**src/rtl/hazard_ctrl.sv**
```systemverilog
// Pipeline hazard controller for the 5-stage MIPS core: forwarding selects,
// per-stage stall/flush, divider freeze, memory wait states and deferred exceptions.
module hazard_ctrl #(
  parameter int REG_AW     = 5,
  parameter int DIV_CYCLES = 32,
  parameter bit FWD_EN     = 1'b1
) (
  input  logic              clk,
  input  logic              rst,
  input  logic [REG_AW-1:0] rsD,
  input  logic [REG_AW-1:0] rtD,
  input  logic              branchD,
  input  logic              jrD,
  input  logic [REG_AW-1:0] rsE,
  input  logic [REG_AW-1:0] rtE,
  input  logic [REG_AW-1:0] writeregE,
  input  logic              regwriteE,
  input  logic              memtoregE,
  input  logic              divstartE,
  input  logic [REG_AW-1:0] writeregM,
  input  logic              regwriteM,
  input  logic              memtoregM,
  input  logic              exceptM,
  input  logic [REG_AW-1:0] writeregW,
  input  logic              regwriteW,
  input  logic              i_stall,
  input  logic              d_stall,
  output logic              forwardaD,
  output logic              forwardbD,
  output logic [1:0]        forwardaE,
  output logic [1:0]        forwardbE,
  output logic              stallF,
  output logic              stallD,
  output logic              stallE,
  output logic              stallM,
  output logic              flushD,
  output logic              flushE,
  output logic              flushM,
  output logic              flushW,
  output logic              div_busy
);

  localparam int CW = $clog2(DIV_CYCLES + 1);

  typedef enum logic [1:0] {IDLE, BUSY, DONE} divState_t;

  divState_t     state, stateNext;
  logic [CW-1:0] cnt, cntNext;
  logic          pend, pendNext;
  logic          takeExc, divStall, dStall;
  logic          lwHaz, branchHaz, jrHaz, noFwdHaz;

  // Register 0 is hard-wired, so a zero register number never matches.
  function automatic logic hit(input logic [REG_AW-1:0] a, input logic [REG_AW-1:0] b);
    return (a != '0) && (a == b);
  endfunction

  always_comb begin
    forwardaE = 2'b00;
    forwardbE = 2'b00;
    forwardaD = 1'b0;
    forwardbD = 1'b0;
    if (FWD_EN) begin
      if (regwriteM && hit(rsE, writeregM))      forwardaE = 2'b10;
      else if (regwriteW && hit(rsE, writeregW)) forwardaE = 2'b01;
      if (regwriteM && hit(rtE, writeregM))      forwardbE = 2'b10;
      else if (regwriteW && hit(rtE, writeregW)) forwardbE = 2'b01;
      forwardaD = regwriteM && hit(rsD, writeregM);
      forwardbD = regwriteM && hit(rtD, writeregM);
    end
  end

  always_comb begin
    lwHaz     = memtoregE && regwriteE && (hit(rsD, writeregE) || hit(rtD, writeregE));
    branchHaz = branchD && ((regwriteE && (hit(rsD, writeregE) || hit(rtD, writeregE))) ||
                            (memtoregM && (hit(rsD, writeregM) || hit(rtD, writeregM))));
    jrHaz     = jrD && ((regwriteE && hit(rsD, writeregE)) || (memtoregM && hit(rsD, writeregM)));
    noFwdHaz  = 1'b0;
    if (!FWD_EN)
      noFwdHaz = (regwriteE && (hit(rsD, writeregE) || hit(rtD, writeregE))) ||
                 (regwriteM && (hit(rsD, writeregM) || hit(rtD, writeregM))) ||
                 (regwriteW && (hit(rsD, writeregW) || hit(rtD, writeregW)));
    dStall    = lwHaz || branchHaz || jrHaz || noFwdHaz;
    divStall  = ((state == IDLE) && divstartE) || (state == BUSY);
    takeExc   = (exceptM || pend) && !d_stall;
  end

  always_ff @(posedge clk) begin
    if (rst) begin
      state <= IDLE;
      cnt   <= '0;
      pend  <= 1'b0;
    end else begin
      state <= stateNext;
      cnt   <= cntNext;
      pend  <= pendNext;
    end
  end

  // The divider freezes during a data-memory stall; an exception aborts it.
  always_comb begin
    stateNext = state;
    cntNext   = cnt;
    pendNext  = pend;
    if (takeExc) begin
      stateNext = IDLE;
      cntNext   = '0;
      pendNext  = 1'b0;
    end else if (d_stall) begin
      if (exceptM) pendNext = 1'b1;
    end else begin
      unique case (state)
        IDLE: if (divstartE) begin
          stateNext = BUSY;
          cntNext   = CW'(DIV_CYCLES - 1);
        end
        BUSY: if (cnt == '0) stateNext = DONE;
              else           cntNext   = cnt - CW'(1);
        DONE:    stateNext = IDLE;
        default: stateNext = IDLE;
      endcase
    end
  end

  always_comb begin
    stallF = 1'b0; stallD = 1'b0; stallE = 1'b0; stallM = 1'b0;
    flushD = 1'b0; flushE = 1'b0; flushM = 1'b0; flushW = 1'b0;
    div_busy = (state != IDLE) && !rst;
    if (rst) begin
      flushD = 1'b1; flushE = 1'b1; flushM = 1'b1; flushW = 1'b1;
    end else if (takeExc) begin
      flushD = 1'b1; flushE = 1'b1; flushM = 1'b1;
    end else if (d_stall) begin
      stallF = 1'b1; stallD = 1'b1; stallE = 1'b1; stallM = 1'b1;
      flushW = 1'b1;
    end else if (divStall) begin
      stallF = 1'b1; stallD = 1'b1; stallE = 1'b1;
      flushM = 1'b1;
    end else if (dStall) begin
      stallF = 1'b1; stallD = 1'b1;
      flushE = 1'b1;
    end else if (i_stall) begin
      stallF = 1'b1;
      flushD = 1'b1;
    end
  end

endmodule

```
**config.mk**
```make
export PLATFORM = sky130hd
export DESIGN_NAME = hazard_ctrl
export DESIGN_NICKNAME = d
export VERILOG_FILES = /design/src/rtl/hazard_ctrl.sv
export SDC_FILE = /design/constraint.sdc
export NUM_CORES = 1
export LEC_CHECK = 0
export CORE_MARGIN = 3
export CORE_UTILIZATION = 38
export CTS_CLUSTER_DIAMETER = 150
export DETAILED_ROUTE_END_ITERATION = 6
export PLACE_DENSITY_LB_ADDON = 0.15
export SETUP_SLACK_MARGIN = 0.3
export SYNTH_ARGS = -nofsm -noshare
export SYNTH_HDL_FRONTEND = slang
export SYNTH_SLANG_ARGS = --single-unit
export TNS_END_PERCENT = 20
```
**constraint.sdc**
```tcl
create_clock -name clk -period 3.8 [get_ports clk]
set_input_delay 1.14 -clock clk [delete_from_list [all_inputs] [get_ports clk]]
set_output_delay 1.14 -clock clk [all_outputs]
set_load 0.01 [all_outputs]
```
=== Word-level counts from Yosys, hierarchy flattened ===
Index checks and enable logic that the tools add are counted.

* Bits in registers: 9
* Latch bits: 0
* Bits in writable memories: 0
* Bits in read-only memories: 0
* Output and inout port bits: 15
* Logic and storage cells: 105
* Memories kept: 0

* $add $sub $neg: 1
* Multipliers: 0
* Divide/modulo/power cells: 0
* $lt $le $gt $ge: 0
* Equality and inequality tests: 12
* Shift operators: 0
* Muxes and demuxes: 41
* Bitwise logic cells: 1
* Reductions and logical operators: 47

{| class="wikitable"
|+ Operators with widths
! kind !! number
|-
| $eq 5x5->1 || 8
|-
| $mux 1 || 33
|-
| $logic_and 1x1->1 || 25
|-
| $reduce_bool 5->1 || 4
|-
| $mux 6 || 2
|-
| $pmux 6 s2 || 1
|-
| $logic_or 1x1->1 || 8
|-
| $mux 2 || 4
|-
| $logic_not 6->1 || 1
|-
| $sub 6x1->6 const B || 1
|-
| $ne 2x2->1 const B || 2
|-
| $pmux 2 s2 || 1
|-
| $reduce_and 4->1 || 1
|-
| $reduce_bool 2->1 || 2
|-
| $reduce_and 3->1 || 1
|-
| $eq 2x1->1 const B || 1
|-
| $logic_not 1->1 || 2
|-
| $logic_not 2->1 || 1
|-
| $ne 2x1->1 const B || 1
|-
| $reduce_and 2->1 || 1
|-
| $reduce_or 2->1 || 1
|-
| $not 1->1 || 1
|}

=== Logic depth before layout (Yosys ltp) ===
* Depth after elaboration: 13
* Depth in mapped cells: 7
* Depth with buffers taken out: 7

=== Least setup slack after synthesis ===
OpenSTA, ideal clock, no wires.

* Path kind: input to output
* Start: in rsD[1]
* End: out stallF
* Arrival time: 2.473 ns
* Data required time: 2.660 ns
* Setup slack: 0.187 ns
* Stages: 6
* Buffers on the path: 0
* Cell sequence: or4_4 -> nor2_4 -> nor4_1 -> o21ai_1 -> nand3_2 -> o41a_1

* Longest elaborated chain between the ends: 13
* Elaborated cells between the ends (all ways): 23
* Classes of those cells: 2 x eq/ne; 5 x mux; 16 x reduce/logical

{| class="wikitable"
|+ RTL lines
! element !! line !! source
|-
| from (decl) || 10 || <nowiki>input logic [REG_AW-1:0] rsD,</nowiki>
|-
| $eq 5x5->1 / $reduce_bool 5->1 (equally long branches) || 55 || <nowiki>return (a != '0) && (a == b);</nowiki>
|-
| $logic_and 1x1->1 || 55 ||
|-
| $logic_or 1x1->1 (on tied branches) || 74, 75, 76 ||
|-
| $logic_and 1x1->1 (on tied branches) || 75, 76 ||
|-
| $logic_or 1x1->1 || 75 || <nowiki>branchHaz = branchD && ((regwriteE && (hit(rsD, writeregE) || hit(rtD, writeregE))) ||</nowiki>
|-
| $logic_and 1x1->1 || 75 ||
|-
| $logic_or 1x1->1 || 83 || <nowiki>dStall = lwHaz || branchHaz || jrHaz || noFwdHaz;</nowiki>
|-
| $logic_or 1x1->1 * || 83 ||
|-
| $mux 1 * || 139 || <nowiki>end else if (dStall) begin</nowiki>
|-
| $mux 1 * || 136 || <nowiki>end else if (divStall) begin</nowiki>
|-
| $mux 1 * || 133 || <nowiki>end else if (d_stall) begin</nowiki>
|-
| $mux 1 * || 131 || <nowiki>end else if (takeExc) begin</nowiki>
|-
| $mux 1 * || 129 || <nowiki>if (rst) begin</nowiki>
|-
| to (decl) || 32 || <nowiki>output logic stallF,</nowiki>
|}

Every way passes the cells marked *; elsewhere a longest branch is shown, timed or not.

=== Final worst setup path ===
* Start: in rsD[3]
* End: out stallF

Same word-level chain as after synthesis.

==> impl_results.rst <==
.. list-table::
   :header-rows: 1

   * - Metric
     - Value
   * - Run status
     - complete, but fails checks
   * - Violations in the final reports
     - setup timing
   * - Placement Rows
     - 18
   * - Post-layout min period
     - 3950 ps
   * - Leading cell type in the layout, fill and taps excluded
     - sky130_fd_sc_hd__buf_4
   * - Static leakage
     - 0.929 nW
   * - Final Instance Area
     - 2140 sq um
   * - Top_reg_cell synth
     - sky130_fd_sc_hd__dfxtp_1
   * - Global Route Usage Sum
     - 24.4%
   * - Synth-to-layout area growth
     - 93.9%
   * - Core Footprint
     - 2610 sq um
   * - Final critical-path share of the clock period
     - 104%
   * - Clock tree from TritonCTS
     - built
   * - Top-area cell type share of the netlist area
     - 25.3%
   * - Post-detailed-route via-to-cell ratio
     - 5.31
   * - Buf/Inv on CP
     - 2
   * - Total power divided by cell area
     - 193 nW/um^2
   * - Vias in the first global route
     - 1500
   * - Largest net degree at the start of global routing
     - 11
   * - Area leader, netlist
     - sky130_fd_sc_hd__xnor2_1
   * - Number of distinct standard cells referenced by the synthesized netlist
     - 34
   * - Clock root buffer
     - sky130_fd_sc_hd__clkbuf_4
   * - Transition time of the tightest slew-check pin
     - 667 ps
   * - Initial cell density of the core
     - 42.3%
   * - Clock slew seen by the registers of the worst setup and hold paths
     - 70 ps
   * - Unrepaired setup endpoints after global routing
     - yes
   * - Sequential cell area
     - 180 sq um
   * - Reg2reg setup slack
     - 1980 ps
   * - Largest incremental delay on the critical path
     - 530 ps
   * - Clock latency of the later-clocked register in the worst-skew pair
     - 280 ps
   * - Pins Over Slew Limit
     - 0
   * - Maximum operating frequency
     - 0.253 GHz
   * - Required time worst endpoint
     - 2660 ps
   * - Fraction of synthesis flops using an asynchronous set or reset pin
     - 0%
   * - Cell with the biggest individual delay on the critical path
     - sky130_fd_sc_hd__or4_4
   * - Top-level port count
     - 63
   * - Beginning of the worst register-to-register path
     - cnt[0]$_SDFFE_PP0P_
   * - Cell-by-cell trace of the critical path
     - buf_6 > or4_4 > nor2_4 > nor3_4 > o211ai_2 > nand3_2 > o41a_1 > buf_2
   * - Synth Cell Area
     - 1110 sq um
   * - Maximum clock path buffer count
     - 2
   * - Setup slack after placement
     - -769 ps
   * - Clk_skew
     - 4.72 ps
   * - WL/cell
     - 15.5 microns
   * - Number of endpoints with negative hold slack in the final report
     - 0
   * - Beginning of the worst hold path
     - cnt[1]$_SDFFE_PP0P_
   * - Count of final setup violators
     - 5
   * - Register-to-Register Path Depth
     - 7
   * - Worst Hold Class
     - register to register
   * - DP Area
     - 2030 sq um
   * - Commonest cells after routing, fill and taps aside
     - sky130_fd_sc_hd__buf_4, sky130_fd_sc_hd__xnor2_1, sky130_fd_sc_hd__clkdlybuf4s50_1
   * - Net count after synthesis
     - 196
   * - IR drop worst, VDD
     - 0.332 mV
   * - Wirelength, routed
     - 4340 microns
   * - Endpoint with the worst hold slack
     - cnt[1]$_SDFFE_PP0P_
   * - Total negative slack
     - -314 ps
   * - DRT iter0 DRCs
     - 57
   * - Worst Setup Path Type
     - primary input to output port
   * - Number of iterations in the first detailed-routing pass
     - 6
   * - GRT Residual Overflow
     - 0
   * - Die Y
     - 60.0 microns
   * - Max cap viols
     - 0
   * - Top delay family on crit path
     - simple AND/OR/NAND/NOR gates
   * - Worst-case headroom to the max-slew limit
     - 55.1%
   * - Number of nets in the final layout
     - 300
   * - Final antenna diode count
     - 0
   * - Critical path launch point type
     - primary input
   * - Antenna violations before repair
     - 0
   * - Sequential fraction of the synthesis area
     - 16.3%
   * - Fillcell total
     - 169
   * - Combined area of the multi-input logic cells
     - 1050 sq um
   * - Number of flops mapped to enable cells by yosys
     - 0
   * - Wire length of the first global-routing pass
     - 6590 microns
   * - Die Area
     - 3590 sq um
   * - Syn Area/Cell
     - 7.58 sq um
   * - Overall die width
     - 60.0 microns
   * - Num CTS Buffers
     - 3
   * - Worst hold path cell count
     - 2
   * - Yosys reg bits
     - 9
   * - Remaining antenna violation count after routing
     - 0
   * - Total number of yosys warnings
     - 0
   * - Main area contributors after synthesis
     - sky130_fd_sc_hd__xnor2_1, sky130_fd_sc_hd__dfxtp_1, sky130_fd_sc_hd__xor2_1, sky130_fd_sc_hd__nor2_1, sky130_fd_sc_hd__nor4_1
   * - Arrival time of data at the critical path endpoint
     - 2810 ps
   * - Half-perimeter wire length after detailed placement
     - 3280 microns
   * - Biggest fanout along the worst timing path
     - 3
   * - Gpl congestion
     - 0.866
   * - Ratio of cells with drive above 1 in the final layout
     - 39.4%
   * - Utilization after layout
     - 82.1%
   * - # clock sinks
     - 9
   * - Post-detailed-route DRC marker count
     - 0
   * - Number of buffers inserted by port buffering
     - 62
   * - Terminus of the critical flop-to-flop path
     - cnt[4]$_SDFFE_PP0P_
   * - Post-synthesis instance total
     - 146
   * - Setup crit end kind
     - output port
   * - Vias post-DR
     - 1481
   * - H-Tree Level Count
     - 1
   * - Smallest setup slack after layout
     - -150 ps
-- per-stage QoR --
step / power, mW / hold slack (ps) / instances
after floorplan: 0.199 / 461 / 146
after global placement: 0.318 / 479 / 271
after detailed placement: 0.326 / 490 / 271
after CTS: 0.407 / 503 / 277
after global routing: 0.438 / 560 / 279
final: 0.414 / 532 / 279
-- cells by family (layout without fill, tap and decap cells) --
logic type	after synthesis	after routing	share of synthesized area [%]
flops	9	9	16.3
buf+inv	7	110	2.38
fa+ha+maj	2	2	2.26
xor+xnor	44	44	34.8
compound gates	17	17	12.1
simple gates	67	67	32.1
-- worst reg2reg max path: cells and delay by family (launching register included) --
family / cells / cell delay [ps]
compound gates: 2 / 460
buf+inv: 1 / 90
fa+ha+maj: 1 / 240
xor+xnor: 1 / 160
flops: 1 / 390
simple gates: 2 / 360
-- state kept, by name, indices dropped and copies added, names as in the netlist --
register  flops
pend          1
state         2
cnt           6
-- layout make-up --
cell class | instances | area share, %
Clock buffer | 3 | 1.05
Multi-Input combinational cell | 130 | 49.0
Tap cell | 30 | 1.75
Timing Repair Buffer | 103 | 39.0
Sequential cell | 9 | 8.40
Inverter | 3 | 0.525
Clock inverter | 1 | 0.233
-- cell usage after synthesis, types with 4 or more instances --
cell type,count
sky130_fd_sc_hd__xnor2_1,32
sky130_fd_sc_hd__nor2_1,21
sky130_fd_sc_hd__xor2_1,12
sky130_fd_sc_hd__dfxtp_1,9
sky130_fd_sc_hd__nor4_1,9
sky130_fd_sc_hd__nand2_1,8
sky130_fd_sc_hd__nand4_1,6
sky130_fd_sc_hd__a21oi_1,5
sky130_fd_sc_hd__nor3_1,5
sky130_fd_sc_hd__clkbuf_1,4
-- layer usage --
metal	track usage, %	wire (microns)	part of all wire, %	vias up
li1	-	-	-	720
met1	27.2	1660	38	676
met2	44.4	2260	52	70
met3	5.18	269	6.2	15
met4	9.49	145	3.3	0
met5	0	0	0	-
-- worst max path at each step --
stage	from	to	slack (ps)	depth (start not counted)
floorplan	rsD[1]	stallF	190	6
global placement	rsD[1]	stallF	-740	8
detailed placement	rtD[1]	stallF	-770	8
CTS	rtD[4]	stallF	-170	8
global route	writeregE[1]	stallF	-230	7
finish	rsD[3]	stallF	-150	8
-- what timing repair did --
action / 4_1_cts / 5_1_grt
gates resized for setup: 118 / 19
hold buffers: 0 / 0
buffers inserted: 2 / 2
setup endpoints to repair: 15 / 12
pin swaps: 23 / 12
-- report_power, final --
group	leakage (nW)	internal (mW)	switching, mW
Clock	0.0177	0.0392	0.0406
Sequential	0.0738	0.101	0.00798
Combinational	0.838	0.121	0.104
Note: power is estimated with default switching activity, not from simulation.
